`src/rtl/regfile_arb_pkg.sv`:
```
// Shared constants and payload types for the regfile write-port arbiter.
package regfile_arb_pkg;

  localparam int unsigned DATA_W   = 64;
  localparam int unsigned ADDR_W   = 5;
  localparam int unsigned NUM_REGS = 32;

  localparam logic [ADDR_W-1:0] XZR_ADDR = 5'd31;

  typedef struct packed {
    logic [ADDR_W-1:0] addr;
    logic [DATA_W-1:0] data;
  } wr_req_t;

  typedef enum logic {
    SRC_ALU = 1'b0,
    SRC_MEM = 1'b1
  } src_e;

endpackage

```
`src/rtl/wr_hold_slot.sv`:
```
// One-entry holding slot for a writeback source. Writes to XZR complete the
// handshake but are never stored.
module wr_hold_slot
  import regfile_arb_pkg::*;
(
  input  logic    clk,
  input  logic    reset,
  input  logic    in_valid,
  input  wr_req_t in_req,
  input  logic    grant,
  output logic    in_ready,
  output logic    store,
  output logic    hold_valid,
  output wr_req_t hold_req
);

  // Slot frees up in the same cycle its held write commits.
  assign in_ready = !hold_valid || grant;
  assign store    = in_valid && in_ready && (in_req.addr != XZR_ADDR);

  // Load on accept, clear when the held write commits.
  always_ff @(posedge clk or posedge reset) begin
    if (reset) begin
      hold_valid <= 1'b0;
      hold_req   <= '0;
    end else if (store) begin
      hold_valid <= 1'b1;
      hold_req   <= in_req;
    end else if (grant) begin
      hold_valid <= 1'b0;
    end
  end

endmodule

```
`src/rtl/regfile_wr_arbiter.sv`:
```
// Arbitrates the regfile's single write port between the ALU (slot 0) and
// load unit (slot 1). Optional round-robin: define REGFILE_WR_ARB_RR_EN.
module regfile_wr_arbiter
  import regfile_arb_pkg::*;
(
  input  logic                clk,
  input  logic                reset,
  input  logic                req0_valid,
  output logic                req0_ready,
  input  logic [ADDR_W-1:0]   req0_addr,
  input  logic [DATA_W-1:0]   req0_data,
  input  logic                req1_valid,
  output logic                req1_ready,
  input  logic [ADDR_W-1:0]   req1_addr,
  input  logic [DATA_W-1:0]   req1_data,
  output logic                we3,
  output logic [ADDR_W-1:0]   wa3,
  output logic [DATA_W-1:0]   wd3,
  output logic                grant_id,
  output logic [NUM_REGS-1:0] pend_mask
);

  wr_req_t in0, in1;
  wr_req_t hold0, hold1;
  logic    valid0, valid1;
  logic    store0, store1;
  logic    grant0, grant1;
  logic    age_q;   // 1: slot 1 holds the older write
  src_e    gsel;

  assign in0 = '{addr: req0_addr, data: req0_data};
  assign in1 = '{addr: req1_addr, data: req1_data};

  wr_hold_slot u_slot0 (
    .clk        (clk),
    .reset      (reset),
    .in_valid   (req0_valid),
    .in_req     (in0),
    .grant      (grant0),
    .in_ready   (req0_ready),
    .store      (store0),
    .hold_valid (valid0),
    .hold_req   (hold0)
  );

  wr_hold_slot u_slot1 (
    .clk        (clk),
    .reset      (reset),
    .in_valid   (req1_valid),
    .in_req     (in1),
    .grant      (grant1),
    .in_ready   (req1_ready),
    .store      (store1),
    .hold_valid (valid1),
    .hold_req   (hold1)
  );

`ifdef REGFILE_WR_ARB_RR_EN
  logic rr_ptr_q;   // slot favoured on the next differing-address contention

  // Favour the other slot after every committed write.
  always_ff @(posedge clk or posedge reset) begin
    if (reset) begin
      rr_ptr_q <= 1'b0;
    end else if (we3) begin
      rr_ptr_q <= (gsel == SRC_ALU);
    end
  end
`endif

  // Grant select: same-address ordering by age beats priority/round-robin.
  always_comb begin
    gsel = SRC_ALU;
    if (valid0 && valid1) begin
      if (hold0.addr == hold1.addr) begin
        gsel = age_q ? SRC_MEM : SRC_ALU;
      end else begin
`ifdef REGFILE_WR_ARB_RR_EN
        gsel = rr_ptr_q ? SRC_MEM : SRC_ALU;
`else
        gsel = SRC_ALU;
`endif
      end
    end else if (valid1) begin
      gsel = SRC_MEM;
    end
  end

  // Write port driven straight from the granted slot.
  always_comb begin
    we3      = valid0 || valid1;
    grant0   = we3 && (gsel == SRC_ALU);
    grant1   = we3 && (gsel == SRC_MEM);
    grant_id = grant1;
    wa3      = '0;
    wd3      = '0;
    if (grant1) begin
      wa3 = hold1.addr;
      wd3 = hold1.data;
    end else if (grant0) begin
      wa3 = hold0.addr;
      wd3 = hold0.data;
    end
  end

  // Track which slot loaded first; a simultaneous load counts slot 1 older
  // so slot 0's value is the one that lands last.
  always_ff @(posedge clk or posedge reset) begin
    if (reset) begin
      age_q <= 1'b0;
    end else if (store0) begin
      age_q <= 1'b1;
    end else if (store1) begin
      age_q <= 1'b0;
    end
  end

  // Pending-write mask for the hazard unit; XZR is never held.
  always_comb begin
    pend_mask = '0;
    for (int r = 0; r < NUM_REGS; r++) begin
      pend_mask[r] = (valid0 && (hold0.addr == ADDR_W'(r))) ||
                     (valid1 && (hold1.addr == ADDR_W'(r)));
    end
    pend_mask[XZR_ADDR] = 1'b0;
  end

endmodule

```
`config.mk`:
```
export PLATFORM = sky130hd
export DESIGN_NAME = regfile_wr_arbiter
export DESIGN_NICKNAME = d
export VERILOG_FILES = /design/src/rtl/regfile_arb_pkg.sv /design/src/rtl/wr_hold_slot.sv /design/src/rtl/regfile_wr_arbiter.sv
export SDC_FILE = /design/constraint.sdc
export NUM_CORES = 1
export LEC_CHECK = 0
export CORE_MARGIN = 8
export CORE_UTILIZATION = 45
export DETAILED_ROUTE_END_ITERATION = 8
export GPL_TIMING_DRIVEN = 0
export HOLD_SLACK_MARGIN = 0.1
export PLACE_DENSITY = 0.81
export SETUP_SLACK_MARGIN = 0.1
export SYNTH_ARGS = -nofsm -noshare
export SYNTH_HDL_FRONTEND = slang
export SYNTH_SLANG_ARGS = --single-unit
```
`constraint.sdc`:
```
create_clock -name clk -period 5.85 [get_ports clk]
set_input_delay 1.17 -clock clk [delete_from_list [all_inputs] [get_ports clk]]
set_output_delay 1.17 -clock clk [all_outputs]
set_load 0.03 [all_outputs]
```
==> run summary <==
status = complete, no violations
RSZ-0062 raised after global routing = false
area of the multi-input gates = 0.00296 mm2
Max-Cap Viols = 0
register area share after synthesis = 51.6%
final setup violation count = 0
Hold Crit Class = register to register
Overall Global Routing Usage = 22.5%
chip height = 139 um
Sw Pwr = 0.00128 W
Clock Power Share = 25.6%
Wirelength per Cell = 22.5 um
leakage power = 4.04 nW
fill cell count = 1076
clk root buf = clkbuf_16
CTS tree = yes
internal power = 0.00246 W
number of buffers added on ports = 245
Layout Skew = 11.9 ps
WP buf/inv = 4
via count = 5550
crit path DAT = 3280 ps
fin crit share = 76.0%
fmax = 225 MHz
Routed Antenna Nets = 0
EDFF count, synth = 0
First-pass DRT Iterations = 5
worst path required time = 4680 ps
async set-or-reset flop fraction in the synthesized netlist = 100%
RePlAce Congestion = 0.884
Crit path top cell by count = buf_2
Ant. Diodes = 0
#FFs+latches synth = 141
part of the power in combinational logic = 38.2%
io pins = 247
largest fanout on the critical path = 10
top-count cell post-synth = dfrtp_1
Top FF cell, synth = dfrtp_1
DRT iter0 DRCs = 365
Core Region = 0.0150 mm2
drt total wl = 21.8 mm
final-report max-slew violation count = 0
initial antenna violation count = 2
Inserted Clock Buffers = 17
most area-hungry cell type in the Yosys netlist = dfrtp_1
H-tree Lvls = 4
cells along the critical path = buf_2 > xnor2_1 > nand4_1 > o21ai_1 > buf_2 > buf_2 > a32o_1 > clkdlybuf4s50_1
Chip Width = 139 um
pin count of the biggest net entering global routing = 80
clk sinks = 141
clock buffer depth = 2
layout cell share with drive strength beyond 1 = 16.6%
final routed DRC violation total = 0
Syn Area/Cell = 13.6 um2
startpoint types = register
Slew headroom = 51.3%
Post-Syn Area = 0.00683 mm2
worst slew pin tran = 729 ps
# hold bufs at CTS = 0
Crit. End Element = primary output
yosys warns = 0
setup TNS = 0 ps
Reg clk slew, reported paths = 60 ps
Reg power frac = 36.2%
post-synth top area share = 51.6%
syn_nets = 646
PwrDens = 371 mW/mm2
Initial Util = 45.5%
slowest cell delay on critical path = 700 ps
Unique masters post-synth = 30
synth top area cells = dfrtp_1 (52%), mux2_1 (12%), a32o_1 (9.7%)
total gr overflow = 0
flop-to-flop setup slack = 3450 ps
minimum clock period = 4450 ps
worst hold slack = 487 ps
Setup CP Type = register to primary output
DP HPWL = 16.3 mm
Final Cell Area = 0.0101 mm2
Hold Vio Cnt, Final = 0
critical path's top delay family = buffers and inverters
DIE AREA = 0.0194 mm2
Placed Area = 0.00955 mm2
vias in the first global route = 6055
Core Util, Final = 67.0%
layout overhead on the synthesized area = 47.5%
worst-skew pair later-pin latency = 410 ps
DR vias/cell = 5.72
Post-synth top cells = dfrtp_1 (141), mux2_1 (75), a32o_1 (66)
setup bufs post-CTS = 0
register area = 0.00353 mm2
Final #Nets = 911
Cell Rows = 45
Max stage delay cell, worst path = clkdlybuf4s50_1
switch share = 34.3%
Gate Count Post-Synth = 504
peak supply drop = 0.000197 V
Post-CTS Resized = 0
first-pass GRT wire length = 34.4 mm
-- cells in the final DEF (no fill, tap or decap), types with 2 or more instances in the layout --
cell type	n
a2bb2oi_1	2
a32o_1	66
and2_1	3
buf_2	15
buf_6	15
clkbuf_1	22
clkbuf_16	17
clkdlybuf4s50_1	245
clkinv_2	5
clkinv_4	2
clkinvlp_4	3
dfrtp_1	141
inv_1	2
inv_6	4
mux2_1	75
mux2_2	21
mux2_4	40
nand2_1	20
nand2b_1	4
nand3_1	11
nand4_1	3
nor2_1	3
nor2b_1	7
o21ai_0	7
o22ai_1	31
or2_2	3
xnor2_1	5
-- metal layers --
layer	GRT usage, %	vias to the layer above	share of wire (%)
met4	8.49	4	2.8
met1	26.9	2791	42
met3	6.74	48	7.0
met2	37.6	256	48
met5	0	-	0.12
li1	-	2451	-
-- path summary, 6_finish.rpt --
kind                                       from                   end  cells past startpoint
max                        u_slot1.hold_req[68]               wd3[42]                      8
min                         u_slot1.hold_req[2]   u_slot1.hold_req[2]                      1
max reg2reg                u_slot1.hold_req[68]  u_slot1.hold_req[64]                      6
min reg2reg                 u_slot1.hold_req[2]   u_slot1.hold_req[2]                      1
max in group asynchronous                 reset  u_slot0.hold_req[12]                      3
min in group asynchronous                 reset  u_slot0.hold_req[37]                      2
-- registers in the layout (all words and copies together), names as in the netlist --
name,count
age_q,1
u_slot0.hold_req,69
u_slot0.hold_valid,1
u_slot1.hold_req,69
u_slot1.hold_valid,1
-- cell families (layout without fill, tap and decap cells) --
kind of cell | after synthesis | after routing | share of synthesized area [%]
and+or+nand+nor | 55 | 55 | 4.07
xor gates and xnor gates | 5 | 5 | 0.641
muxes | 136 | 136 | 24.6
DFF | 141 | 141 | 51.6
buffers and inverters | 55 | 333 | 5.00
other | 1 | 1 | 0.0549
AOI/OAI and AO/OA | 111 | 111 | 14.0
-- power by group through the flow --
stage	Sequential, W	Combinational, W	Clock [W]
3_3_place_gp	0.00134	0.00139	0
3_5_place_dp	0.00136	0.00142	0
2_1_floorplan	0.00131	0.000922	0
6_report	0.00135	0.00143	0.000957
4_1_cts	0.00135	0.00143	0.000970
5_1_grt	0.00138	0.00150	0.00101
-- through the flow --
stage	std cells	setup WS, ps	total power (W)
final	970	1400	0.00374
after global routing	970	1230	0.00389
after CTS	970	1370	0.00375
after detailed placement	938	1840	0.00278
after floorplan	504	899	0.00223
after global placement	937	-822	0.00273
-- final cells by class --
type,count,share of cell area (%)
buffer,52,3.28
sequential,141,35.0
inverter,3,0.161
multi-input combinational,308,29.4
clock buffer,19,4.30
clock inverter,13,0.906
tap,188,2.33
timing repair buffer,246,24.6
-- worst reg2reg max path: stages, from the launching register on --
cell      delay [ps]
dfrtp_1          360
buf_2            170
xnor2_1          280
a41oi_1          230
a211oi_4         630
buf_6            280
mux2_4           320
(Power assumes the default switching activity.)
==> RTL change, RTL diff (same flow settings) <==
Set the package constant `DATA_W` to 96 (it was 64).
--- a/src/rtl/regfile_arb_pkg.sv
+++ b/src/rtl/regfile_arb_pkg.sv
@@ -3,3 +3,3 @@
 
-  localparam int unsigned DATA_W   = 64;
+  localparam int unsigned DATA_W   = 96;
   localparam int unsigned ADDR_W   = 5;
Ports: changed (resized req0_data, req1_data and wd3); port bits go from 247 to 343. No check against the original RTL was run, so the function may have changed too.
==> RTL change against the original RTL <==
- total power increased by 22%
- synthesized area rose by 36%
- die area is 32% higher
- routed wire length grew 39%
- sequential cell count is 64 higher
- setup slack lost 0.15 ns
- critical path depth grew 1
- cell area increased by 38%
- maximum frequency fell by 3.2%
- sequential share of layout area grew 1.8 points
- critical path type unchanged
==> RTL change: results (changes against the original RTL) <==
metric,value,unit,change
status,"complete, no violations",,
Final Skew,0.00890,ns,-0.00300 ns
Routed Wire Length,30.2,mm,+39%
layout cells sized above 1,0.198,,+0.0321
Final GP Congestion,0.907,,+2.6%
antenna violations before repair,3,,+1
worst r2r path cells,8,,+2
R2R Setup Slk,3.44,ns,about the same
sequential area share after synthesis,0.552,,+0.0354
met2 WL,15.1,mm,+43%
synthesized instance count,667,,+32%
Area contributors post-synth,"dfrtp_1, mux2_2, mux2_1",,
XOR/XNOR share of the synthesized area,0.00471,,-0.00170
port bufs,341,,+39%
Netlist cell types,31,,+3.3%
GRT Util Overall,0.231,,+0.00606
drt pass-1 iters,4,,-1
P_leak,0.00578,uW,+43%
r2r startpoint,u_slot0.hold_req[99]$_DFFE_PP0P_,,
WL/cell,22.8,microns,+1.4%
DR WL met3,2.29,mm,+51%
Hold EP,u_slot1.hold_req[82]$_DFFE_PP0P_,,
Clock Path Buffers,3,,+1
critical path arrival,3.43,ns,+0.15 ns
H-tree depth,1,,-3
Worst Setup SP,u_slot0.hold_req[96]$_DFFE_PP0P_,,
Largest regs,"u_slot0.hold_req x101, u_slot1.hold_req x101",,
worst ir drop on vdd,233,uV,+19%
WL met1,12.0,mm,+32%
pin count of the biggest net entering global routing,43,,-46%
"Net count, final",1244,,+37%
CP Capture Point,wd3[18],,
Worst Max-Slew Pin Slew,0.839,ns,+0.110 ns
"top cells by count, synth","dfrtp_1, mux2_2, a22o_1",,
hold_sp,u_slot1.hold_req[82]$_DFFE_PP0P_,,
clock latency on the worst-skew pair,0.49,ns,+0.08 ns
Synth Area in Compound Gates,0.122,,-0.0174
Reg-to-Reg End,u_slot0.hold_req[32]$_DFFE_PP0P_,,
CTS Buf Count,23,,+6
vias in the first global route,7869,,+30%
==> RTL change: cell count changes after synthesis, sizes merged, moves of 8 or more <==
cell / delta
a22o: +97
dfrtp: +64
buf: +12
clkbuf: -8
mux2: +64
a32o: -66
==> RTL change: cell families (layout without fill, tap and decap cells) <==
family | count (synthesis) | after routing
and+or+nand+nor | 56 | 56
DFF | 205 | 205
other | 1 | 3
muxes | 200 | 200
xor gates and xnor gates | 5 | 5
buffers and inverters | 58 | 445
AOI/OAI and AO/OA | 142 | 142
==> RTL change: worst max-delay path, delay by kind of cell, from the launching register on <==
family,cells,cell delay (ns)
buf+inv,4,1.48
compound gates,2,0.58
flops,1,0.35
xor+xnor,1,0.26
simple gates,2,0.26
==> RTL change: layout make-up <==
type	count	area [sq um]	share of cell area
sequential	205	5130	0.368
inverter	2	11.3	0.000808
timing repair buffer	346	3510	0.252
multi-input combinational	404	3740	0.268
buffer	56	422	0.0303
clock inverter	7	63.8	0.00458
tap	270	338	0.0243
antenna	2	5.00	0.000359
clock buffer	34	707	0.0508
==> RTL change: per-stage QoR <==
step | power [uW] | setup WS [ns] | cell area (sq um) | hold WS, ns
finish | 4550 | 1.25 | 13900 | 0.486
global placement | 3090 | 0.351 | 13100 | 0.467
floorplan | 2540 | 2.02 | 9300 | 0.459
global route | 4740 | 1.05 | 13900 | 0.500
detailed placement | 3130 | 1.76 | 13200 | 0.475
CTS | 4580 | 1.21 | 13900 | 0.488
==> RTL change: routing by layer <==
layer | vias up | global-route usage
li1 | 3229 | -
met1 | 3642 | 0.273
met2 | 253 | 0.403
met3 | 50 | 0.0635
met4 | 2 | 0.0699
met5 | - | 0
==> RTL change: where the power goes <==
group	internal, uW	total (uW)	switching, uW
clock	877	1440	565
sequential	1630	1750	116
combinational	663	1360	694
total	3170	4550	1370
